File: src/rtl/vc_output_port.sv
// Egress stage: per-VC flit FIFOs, credit-gated round-robin VC arbitration onto one VC-tagged link.
// Lock FSM (PACKET_LOCK=1): IDLE = any eligible VC may win | LOCKED = only lock_vc_q may win until its tail.
module vc_output_port #(
  parameter int VC          = 4,
  parameter int DATA_WIDTH  = 32,
  parameter int TYPE_WIDTH  = 2,
  parameter int FIFO_DEPTH  = 8,
  parameter int CREDITS     = 8,
  parameter int PACKET_LOCK = 0,
  parameter int VC_WIDTH    = (VC > 1) ? $clog2(VC) : 1
) (
  input  logic                     clk,
  input  logic                     rst,
  input  logic [VC*DATA_WIDTH-1:0] data_in_bus,
  input  logic [VC-1:0]            valid_in_bus,
  output logic [VC-1:0]            ready_in_bus,
  output logic [DATA_WIDTH-1:0]    data_out,
  output logic [VC_WIDTH-1:0]      vc_out,
  output logic                     valid_out,
  input  logic [VC-1:0]            credit_in,
  output logic                     credit_error
);

  localparam int PTR_W = $clog2(FIFO_DEPTH);
  localparam int CNT_W = $clog2(FIFO_DEPTH + 1);
  localparam int CRD_W = $clog2(CREDITS + 1);

  typedef enum logic {S_IDLE, S_LOCKED} lock_state_t;

  logic [DATA_WIDTH-1:0] mem_q    [VC][FIFO_DEPTH];
  logic [DATA_WIDTH-1:0] mem_d    [VC][FIFO_DEPTH];
  logic [PTR_W-1:0]      wr_ptr_q [VC];
  logic [PTR_W-1:0]      wr_ptr_d [VC];
  logic [PTR_W-1:0]      rd_ptr_q [VC];
  logic [PTR_W-1:0]      rd_ptr_d [VC];
  logic [CNT_W-1:0]      cnt_q    [VC];
  logic [CNT_W-1:0]      cnt_d    [VC];
  logic [CRD_W-1:0]      credit_q [VC];
  logic [CRD_W-1:0]      credit_d [VC];

  logic [VC_WIDTH-1:0]   last_grant_q, last_grant_d;
  lock_state_t           state_q, state_d;
  logic [VC_WIDTH-1:0]   lock_vc_q, lock_vc_d;
  logic [DATA_WIDTH-1:0] data_out_q, data_out_d;
  logic [VC_WIDTH-1:0]   vc_out_q, vc_out_d;
  logic                  valid_out_q, valid_out_d;
  logic                  credit_error_q, credit_error_d;

  logic [VC-1:0]         push, pop, eligible, ready;
  logic                  grant_valid;
  logic [VC_WIDTH-1:0]   grant_vc;
  logic [VC_WIDTH:0]     cand;
  logic [DATA_WIDTH-1:0] grant_flit;
  logic [1:0]            grant_type;

  assign grant_flit = mem_q[grant_vc][rd_ptr_q[grant_vc]];
  assign grant_type = grant_flit[DATA_WIDTH-TYPE_WIDTH +: 2];

  always_comb begin
    for (int v = 0; v < VC; v++) begin
      ready[v]    = (cnt_q[v] != CNT_W'(FIFO_DEPTH)) && !rst;
      push[v]     = valid_in_bus[v] && ready[v];
      eligible[v] = (cnt_q[v] != '0) && (credit_q[v] != '0) &&
                    ((PACKET_LOCK == 0) || (state_q == S_IDLE) ||
                     (lock_vc_q == VC_WIDTH'(v)));
    end
  end

  // Round-robin search beginning one past the previous winner.
  always_comb begin
    grant_valid = 1'b0;
    grant_vc    = last_grant_q;
    cand        = '0;
    for (int i = 1; i <= VC; i++) begin
      cand = {1'b0, last_grant_q} + (VC_WIDTH+1)'(i);
      if (cand >= (VC_WIDTH+1)'(VC)) cand = cand - (VC_WIDTH+1)'(VC);
      if (!grant_valid && eligible[cand[VC_WIDTH-1:0]]) begin
        grant_valid = 1'b1;
        grant_vc    = cand[VC_WIDTH-1:0];
      end
    end
  end

  always_comb begin
    mem_d          = mem_q;
    credit_error_d = credit_error_q;
    for (int v = 0; v < VC; v++) begin
      pop[v]      = grant_valid && (grant_vc == VC_WIDTH'(v));
      wr_ptr_d[v] = wr_ptr_q[v];
      rd_ptr_d[v] = rd_ptr_q[v];
      cnt_d[v]    = cnt_q[v];
      credit_d[v] = credit_q[v];
      if (push[v]) begin
        mem_d[v][wr_ptr_q[v]] = data_in_bus[v*DATA_WIDTH +: DATA_WIDTH];
        wr_ptr_d[v]           = wr_ptr_q[v] + 1'b1;
      end
      if (pop[v]) rd_ptr_d[v] = rd_ptr_q[v] + 1'b1;
      if (push[v] && !pop[v]) cnt_d[v] = cnt_q[v] + 1'b1;
      if (pop[v] && !push[v]) cnt_d[v] = cnt_q[v] - 1'b1;
      // A send and a returned credit in the same cycle cancel out.
      if (pop[v] && !credit_in[v]) begin
        credit_d[v] = credit_q[v] - 1'b1;
      end else if (credit_in[v] && !pop[v]) begin
        if (credit_q[v] == CRD_W'(CREDITS)) credit_error_d = 1'b1;
        else                                credit_d[v]    = credit_q[v] + 1'b1;
      end
    end
  end

  always_comb begin
    data_out_d   = data_out_q;
    vc_out_d     = vc_out_q;
    valid_out_d  = grant_valid;
    last_grant_d = last_grant_q;
    state_d      = state_q;
    lock_vc_d    = lock_vc_q;
    if (grant_valid) begin
      data_out_d   = grant_flit;
      vc_out_d     = grant_vc;
      last_grant_d = grant_vc;
      if (PACKET_LOCK != 0) begin
        case (state_q)
          S_IDLE: begin
            if (grant_type == 2'b01) begin
              state_d   = S_LOCKED;
              lock_vc_d = grant_vc;
            end
          end
          S_LOCKED: if (grant_type == 2'b11) state_d = S_IDLE;
          default:  state_d = S_IDLE;
        endcase
      end
    end
  end

  always_ff @(posedge clk) begin
    if (rst) begin
      for (int v = 0; v < VC; v++) begin
        wr_ptr_q[v] <= '0;
        rd_ptr_q[v] <= '0;
        cnt_q[v]    <= '0;
        credit_q[v] <= CRD_W'(CREDITS);
      end
      last_grant_q   <= VC_WIDTH'(VC - 1);
      state_q        <= S_IDLE;
      lock_vc_q      <= '0;
      data_out_q     <= '0;
      vc_out_q       <= '0;
      valid_out_q    <= 1'b0;
      credit_error_q <= 1'b0;
    end else begin
      wr_ptr_q       <= wr_ptr_d;
      rd_ptr_q       <= rd_ptr_d;
      cnt_q          <= cnt_d;
      credit_q       <= credit_d;
      last_grant_q   <= last_grant_d;
      state_q        <= state_d;
      lock_vc_q      <= lock_vc_d;
      data_out_q     <= data_out_d;
      vc_out_q       <= vc_out_d;
      valid_out_q    <= valid_out_d;
      credit_error_q <= credit_error_d;
    end
  end

  // Flit storage needs no reset; occupancy is tracked by the counters.
  always_ff @(posedge clk) begin
    mem_q <= mem_d;
  end

  assign ready_in_bus = ready;
  assign data_out     = data_out_q;
  assign vc_out       = vc_out_q;
  assign valid_out    = valid_out_q;
  assign credit_error = credit_error_q;

endmodule
File: config.mk
export PLATFORM = sky130hd
export DESIGN_NAME = vc_output_port
export DESIGN_NICKNAME = d
export VERILOG_FILES = /design/src/rtl/vc_output_port.sv
export SDC_FILE = /design/constraint.sdc
export NUM_CORES = 1
export LEC_CHECK = 0
export CAP_MARGIN = 20
export CORE_UTILIZATION = 45
export CTS_CLUSTER_SIZE = 28
export DETAILED_ROUTE_END_ITERATION = 10
export SLEW_MARGIN = 0
export SYNTH_ARGS = -nofsm -noshare
export SYNTH_HDL_FRONTEND = slang
export SYNTH_SLANG_ARGS = --single-unit
File: constraint.sdc
create_clock -name clk -period 5.25 [get_ports clk]
set_clock_uncertainty 0.05 [all_clocks]
set_input_delay 0.525 -clock clk [delete_from_list [all_inputs] [get_ports clk]]
set_output_delay 0.525 -clock clk [all_outputs]
set_load 0.1 [all_outputs]
==> results of run 1 <==
-- critical path: cells and delay by family, from the launching register on --
kind	cells	cell delay, ns
buf+inv	1	0.66
flops	1	0.37
compound gates	5	1.69
simple gates	4	1.33
-- layout make-up --
cell class	instances	area (sq um)
flip-flops and latches	1118	32600
clock inverters	63	706
multi-input cells	1780	11500
clock buffers	149	3050
fillers	7998	46000
diodes	6	15.0
inverters	37	139
well taps	1287	1610
repair buffers	282	2750
-- per-stage QoR --
| step | util [%] | setup WS [ns] | std cells | cell area [sq um] | hold slack [ns] |
|---|---|---|---|---|---|
| floorplan | - | 0.657 | 3136 | 44800 | 0.411 |
| global placement | 49.4 | 1.18 | 4502 | 48600 | 0.426 |
| detailed placement | 49.4 | 1.04 | 4503 | 48600 | 0.428 |
| CTS | 53.2 | 0.979 | 4715 | 52400 | 0.179 |
| global route | 53.3 | 0.820 | 4718 | 52400 | 0.235 |
| finish | 53.3 | 0.995 | 4722 | 52400 | 0.197 |
-- synth_stat cells, types with 3 or more instances --
cell type	number	area, sq um
edfxtp_1	1024	30700
nand2_1	526	1970
mux2i_1	168	1680
clkbuf_1	157	589
nand3_1	147	736
and3_1	139	870
a211oi_1	138	1040
dfxtp_1	94	1880
a31oi_1	87	544
nor2_1	86	323
a32oi_1	51	447
a21oi_1	46	230
nand4_1	40	250
inv_1	37	139
ha_1	36	450
a22oi_1	29	218
nand4b_1	26	228
o31ai_1	26	195
buf_2	23	115
nor4_1	23	144
a221oi_1	20	175
nor3_1	20	100
buf_1	19	71.3
nand2b_1	19	119
a32o_1	18	180
xnor2_1	18	158
xor2_1	18	158
o2111ai_1	14	123
o21ai_0	10	50.1
a211oi_2	9	113
a21o_1	9	67.6
fa_1	8	160
or3_1	7	43.8
nor4_2	5	62.6
and2_0	4	25.0
and2_1	4	25.0
o21bai_1	4	30.0
a211o_1	3	26.3
-- cell families (layout without fill, tap and decap cells) --
| kind of cell | Yosys count | count (layout) | share of synthesized area (%) |
|---|---|---|---|
| xor gates and xnor gates | 36 | 36 | 0.705 |
| buffers and inverters | 238 | 531 | 2.09 |
| other | 0 | 6 | 0 |
| and+or+nand+nor | 1057 | 1057 | 11.2 |
| AOI/OAI and AO/OA | 474 | 474 | 7.90 |
| muxes | 169 | 169 | 3.79 |
| DFF | 1118 | 1118 | 73.0 |
| adders and majority gates | 44 | 44 | 1.37 |
-- path summary, 6_finish.rpt --
path | startpoint | end | slack, ns | depth (start not counted)
max reg2reg | cnt_q[0] | data_out[3] | 1.0 | 10
max | cnt_q[0] | data_out[3] | 1.0 | 10
min | rst | cnt_q[14] | 0.20 | 2
min reg2reg | data_out[27] | data_out[27] | 0.44 | 1
-- sequential cells by signal, summed over array words and instances, names as in the netlist --
register and count:
mem_q 1024, data_out 32, cnt_q 16, credit_q 16
rd_ptr_q 12, wr_ptr_q 12, last_grant_q 2, vc_out 2
credit_error 1, valid_out 1
-- routing by layer --
| metal | GRT usage (%) | share of wire (%) | vias up | wire [um] |
|---|---|---|---|---|
| met1 | 35.7 | 38 | 14727 | 54000 |
| li1 | - | - | 12496 | - |
| met4 | 13.4 | 5.1 | 26 | 7260 |
| met5 | 0 | 0.12 | - | 165 |
| met2 | 46.4 | 48 | 1550 | 68500 |
| met3 | 5.06 | 8.6 | 356 | 12200 |
==> qor.csv, run 1 <==
metric,value,unit
drt wl/cell,30.1,um
hpwl dp,87100,um
Synth Area per Inst,14.3,sq um
share of cells above drive strength 1,10.1,%
# setup viols final,0,
htree depth,3,
total I/O pin count,178,
first-pass GRT wire length,201000,um
Routed Antenna Nets,0,
global placer's final weighted congestion,0.961,
Hold Fails Final Rpt,0,
setup TNS,0,ns
Core Area,98400,sq um
status,"finished, final reports clean",
GRT Util Overall,28.0,%
most frequent cells in the layout,"edfxtp_1 (1024), nand2_1 (524), clkdlybuf4s50_1 (176)",
Worst Tran Pin Value,1.16,ns
Synth cell types,55,
Rows,115,
"slowest stage cell, crit path",o211a_4,
Worst setup SP type,register,
largest net degree at the start of global routing,205,
Max-Cap Viols,0,
Die Y,317,um
CTS tree,done,
Die W,317,um
worst path required time,5.84,ns
area delta synth->final,17.2,%
grt ovf,0,
port bufs,177,
Final min period,4.25,ns
DRT Wirelength,142000,um
critical path class,reg -> reg,
Post-synth top flop,edfxtp_1,
Initial DRC Count,3211,
Root Buffer,clkbuf_16,
Post-CTS Setup Bufs,0,
DRC errors left,0,
Initial Util,45.4,%
fin crit share,81.0,%
initial antenna violation count,19,
Achievable Freq,235,MHz
max incr delay on CP,0.66,ns
worst-skew pair later-pin latency,0.72,ns
clk slew on worst S/H paths,0.07,ns
cts hold-fix bufs,0,
vias per cell,6.17,
Worst setup EP type,register,
CTS buffer count,114,
mapped cell area,44700,sq um
number of synthesized register bits,1118,
RSZ-0062 raised after global routing,no,
DR pass1 iterations,6,
Syn Nets,3318,
die area,101000,sq um
Final nets,3515,
CTS max path bufs,3,
Slew headroom,22.5,%
cell count after synthesis,3136,
sequential element share of the synthesized area,73.0,%
"most common cell after layout, fill and taps aside",edfxtp_1,
CTS Sinks,1118,
Max Slew Vio Count,0,
Post-CTS Resized,0,
HP Class,in -> reg,
Max Fanout on Critical Path,69,
Yosys warning count,0,
critical-path cell list,"nor4_2, nor3_1, o21ai_0, o211a_4, a211o_2, buf_4, and3_1, a211oi_1, nor4_1, a32o_1",
asr flop ratio synth,0,%
via count of the routed design,29155,
"EDFF count, synth",1024,
WP data arrival,4.85,ns
vias in the first global route,28872,
Power of run 1 is left out: the tool's default activity adds up to more than one toggle a clock period on the data nets, which glitch-free logic cannot reach.
==> run 2, diff against run 1 <==
- clock period: 5.25 -> 3.6 ns (I/O delays scaled with it)
==> run 2 against run 1 <==
Via count is 1.5% higher. Non-clock buffer count is 170 higher. Wire length grew 3.0%. Setup slack got worse by 0.91 ns. Final cell count rose by 3.9%. Maximum frequency is 21% higher. First-iteration DRC count down 3.3%. Critical path depth is 4 higher. Sequential cell count did not move. Die area did not move. Highest routed layer unchanged.
==> qor.csv, run 2 (synthesis results as in run 1) <==
metric,value,unit,change
fin crit share,97.7,%,+17 points
max incr delay on CP,0.55,ns,-0.11 ns
max FFs per register,1024,,unchanged
most frequent cells in the layout,"edfxtp_1 (1024), nand2_1 (522), buf_4 (215)",,
global placer's final weighted congestion,0.910,,-5.3%
Initial DRC Count,3105,,-3.3%
grt ovf,0,,unchanged
RSZ-0062 raised after global routing,yes,,
Final min period,3.52,ns,-0.737 ns
CTS tree,done,,
# setup viols final,0,,unchanged
critical-path cell list,"or4_4, and2_4, or3b_4, o211ai_4, buf_6, mux2i_4, buf_12, buf_12, buf_12, mux2i_1, buf_4, a32oi_1, nand4_1, nand4_1",,
Root Buffer,clkbuf_16,,
CTS buffer count,114,,unchanged
Worst setup EP type,register,,
dpl ws,-0.0270,ns,-1.06 ns
via count of the routed design,29600,,+1.5%
worst path required time,4.18,ns,-1.66 ns
Final nets,3685,,+4.8%
WP data arrival,4.10,ns,-0.75 ns
Hold Crit Depth,3,,+1
register area,32600,sq um,about the same
Worst Tran Pin Value,1.05,ns,-0.106 ns
port bufs,177,,unchanged
Rows,115,,unchanged
CTS Sinks,1118,,unchanged
CTS max path bufs,3,,unchanged
largest net degree at the start of global routing,105,,-49%
total I/O pin count,178,,unchanged
Max-Cap Viols,0,,unchanged
worst-skew pair later-pin latency,0.71,ns,about the same
vias per cell,6.03,,-2.3%
worst r2r src,cnt_q[15],,
Routed Antenna Nets,0,,unchanged
Die W,317,um,unchanged
clk slew on worst S/H paths,0.06,ns,about the same
share of cells above drive strength 1,15.4,%,+5.3 points
Hold Fails Final Rpt,0,,unchanged
PnR worst setup slack,0.0817,ns,-0.913 ns
Achievable Freq,284,MHz,+21%
first-pass GRT wire length,206000,um,+2.5%
htree depth,3,,unchanged
"most used cell, CP",buf_12,,
Max Fanout on Critical Path,10,,-86%
Biggest register,mem_q,,
Core Area,98400,sq um,unchanged
Hold EP,credit_q[10],,
worst flop-to-flop path endpoint,data_out[15],,
Worst R2R Path Depth,14,,+4
Max Slew Vio Count,0,,unchanged
critical path class,reg -> reg,,
initial antenna violation count,29,,+10
drt wl/cell,29.9,um,-0.81%
DRT Wirelength,146000,um,+3.0%
Filler Cells Inserted,7914,,-1.1%
DR pass1 iterations,6,,unchanged
Die Y,317,um,unchanged
Slew headroom,29.5,%,+7.0 points
DRC errors left,0,,unchanged
area delta synth->final,21.5,%,
reg2reg setup slack,0.08,ns,-0.91 ns
"most common cell after layout, fill and taps aside",edfxtp_1,,
hpwl dp,92700,um,+6.4%
GRT Util Overall,29.0,%,+0.93 points
"slowest stage cell, crit path",or4_4,,
Initial Util,45.4,%,unchanged
multi-input logic area,11700,sq um,+1.5%
Worst setup SP type,register,,
die area,101000,sq um,unchanged
HP Class,in -> reg,,
status,"finished, final reports clean",,
Min-Delay Startpoint,rst,,
vias in the first global route,29544,,+2.3%
-- run 2: critical path: cells and delay by family, from the launching register on --
| kind | cells | cell delay (ns) |
|---|---|---|
| DFF | 1 | 0.33 |
| and+or+nand+nor | 5 | 1.44 |
| AOI/OAI and AO/OA | 2 | 0.41 |
| buffers and inverters | 5 | 0.78 |
| muxes | 2 | 0.42 |
-- run 2: how the worst max path moves through the flow --
stage	start	end	cells past startpoint
after global placement	cnt_q[15]	cnt_q[11]	13
after CTS	credit_q[11]	data_out[19]	12
final	cnt_q[15]	data_out[15]	14
after detailed placement	credit_q[11]	data_out[30]	11
after floorplan	rst	mem_q[544]	5
after global routing	cnt_q[15]	cnt_q[7]	16
-- run 2: timing repair --
action                     in CTS  in global routing
cloned                          0                  2
resized for setup               5                 35
buffers inserted                0                  9
hold buffers                    0                  0
pin swaps                       0                  6
setup endpoints to repair       3                 37
-- run 2: area by class of cell --
type	count	area share (%)
Sequential cell	1118	60.1
Multi-Input combinational cell	1780	21.5
Timing Repair Buffer	452	8.51
Clock buffer	171	5.91
Antenna cell	15	0.0691
Inverter	37	0.260
Tap cell	1287	2.96
Clock inverter	45	0.670
-- run 2: layer usage --
metal / part of all wire, % / vias to the layer above / global-route usage (%)
met5: 0.064 / - / 0
met4: 5.6 / 14 / 16.0
met3: 7.2 / 358 / 4.70
met2: 50 / 1380 / 49.0
met1: 38 / 15001 / 35.4
li1: - / 12847 / -
-- run 2: per-stage QoR --
step / util (%) / hold slack (ns) / area [sq um] / setup TNS, ns / instances
6_report: 55.2 / 0.0762 / 54300 / 0 / 4905
4_1_cts: 54.9 / 0.0510 / 54000 / 0 / 4879
2_1_floorplan: - / 0.409 / 44900 / -72.32 / 3136
3_3_place_gp: 51.2 / 0.417 / 50400 / 0 / 4663
5_1_grt: 55.2 / 0.0732 / 54300 / -0.0639 / 4904
3_5_place_dp: 51.2 / 0.421 / 50400 / -0.0270 / 4663
Power of run 2 is left out for the same reason.
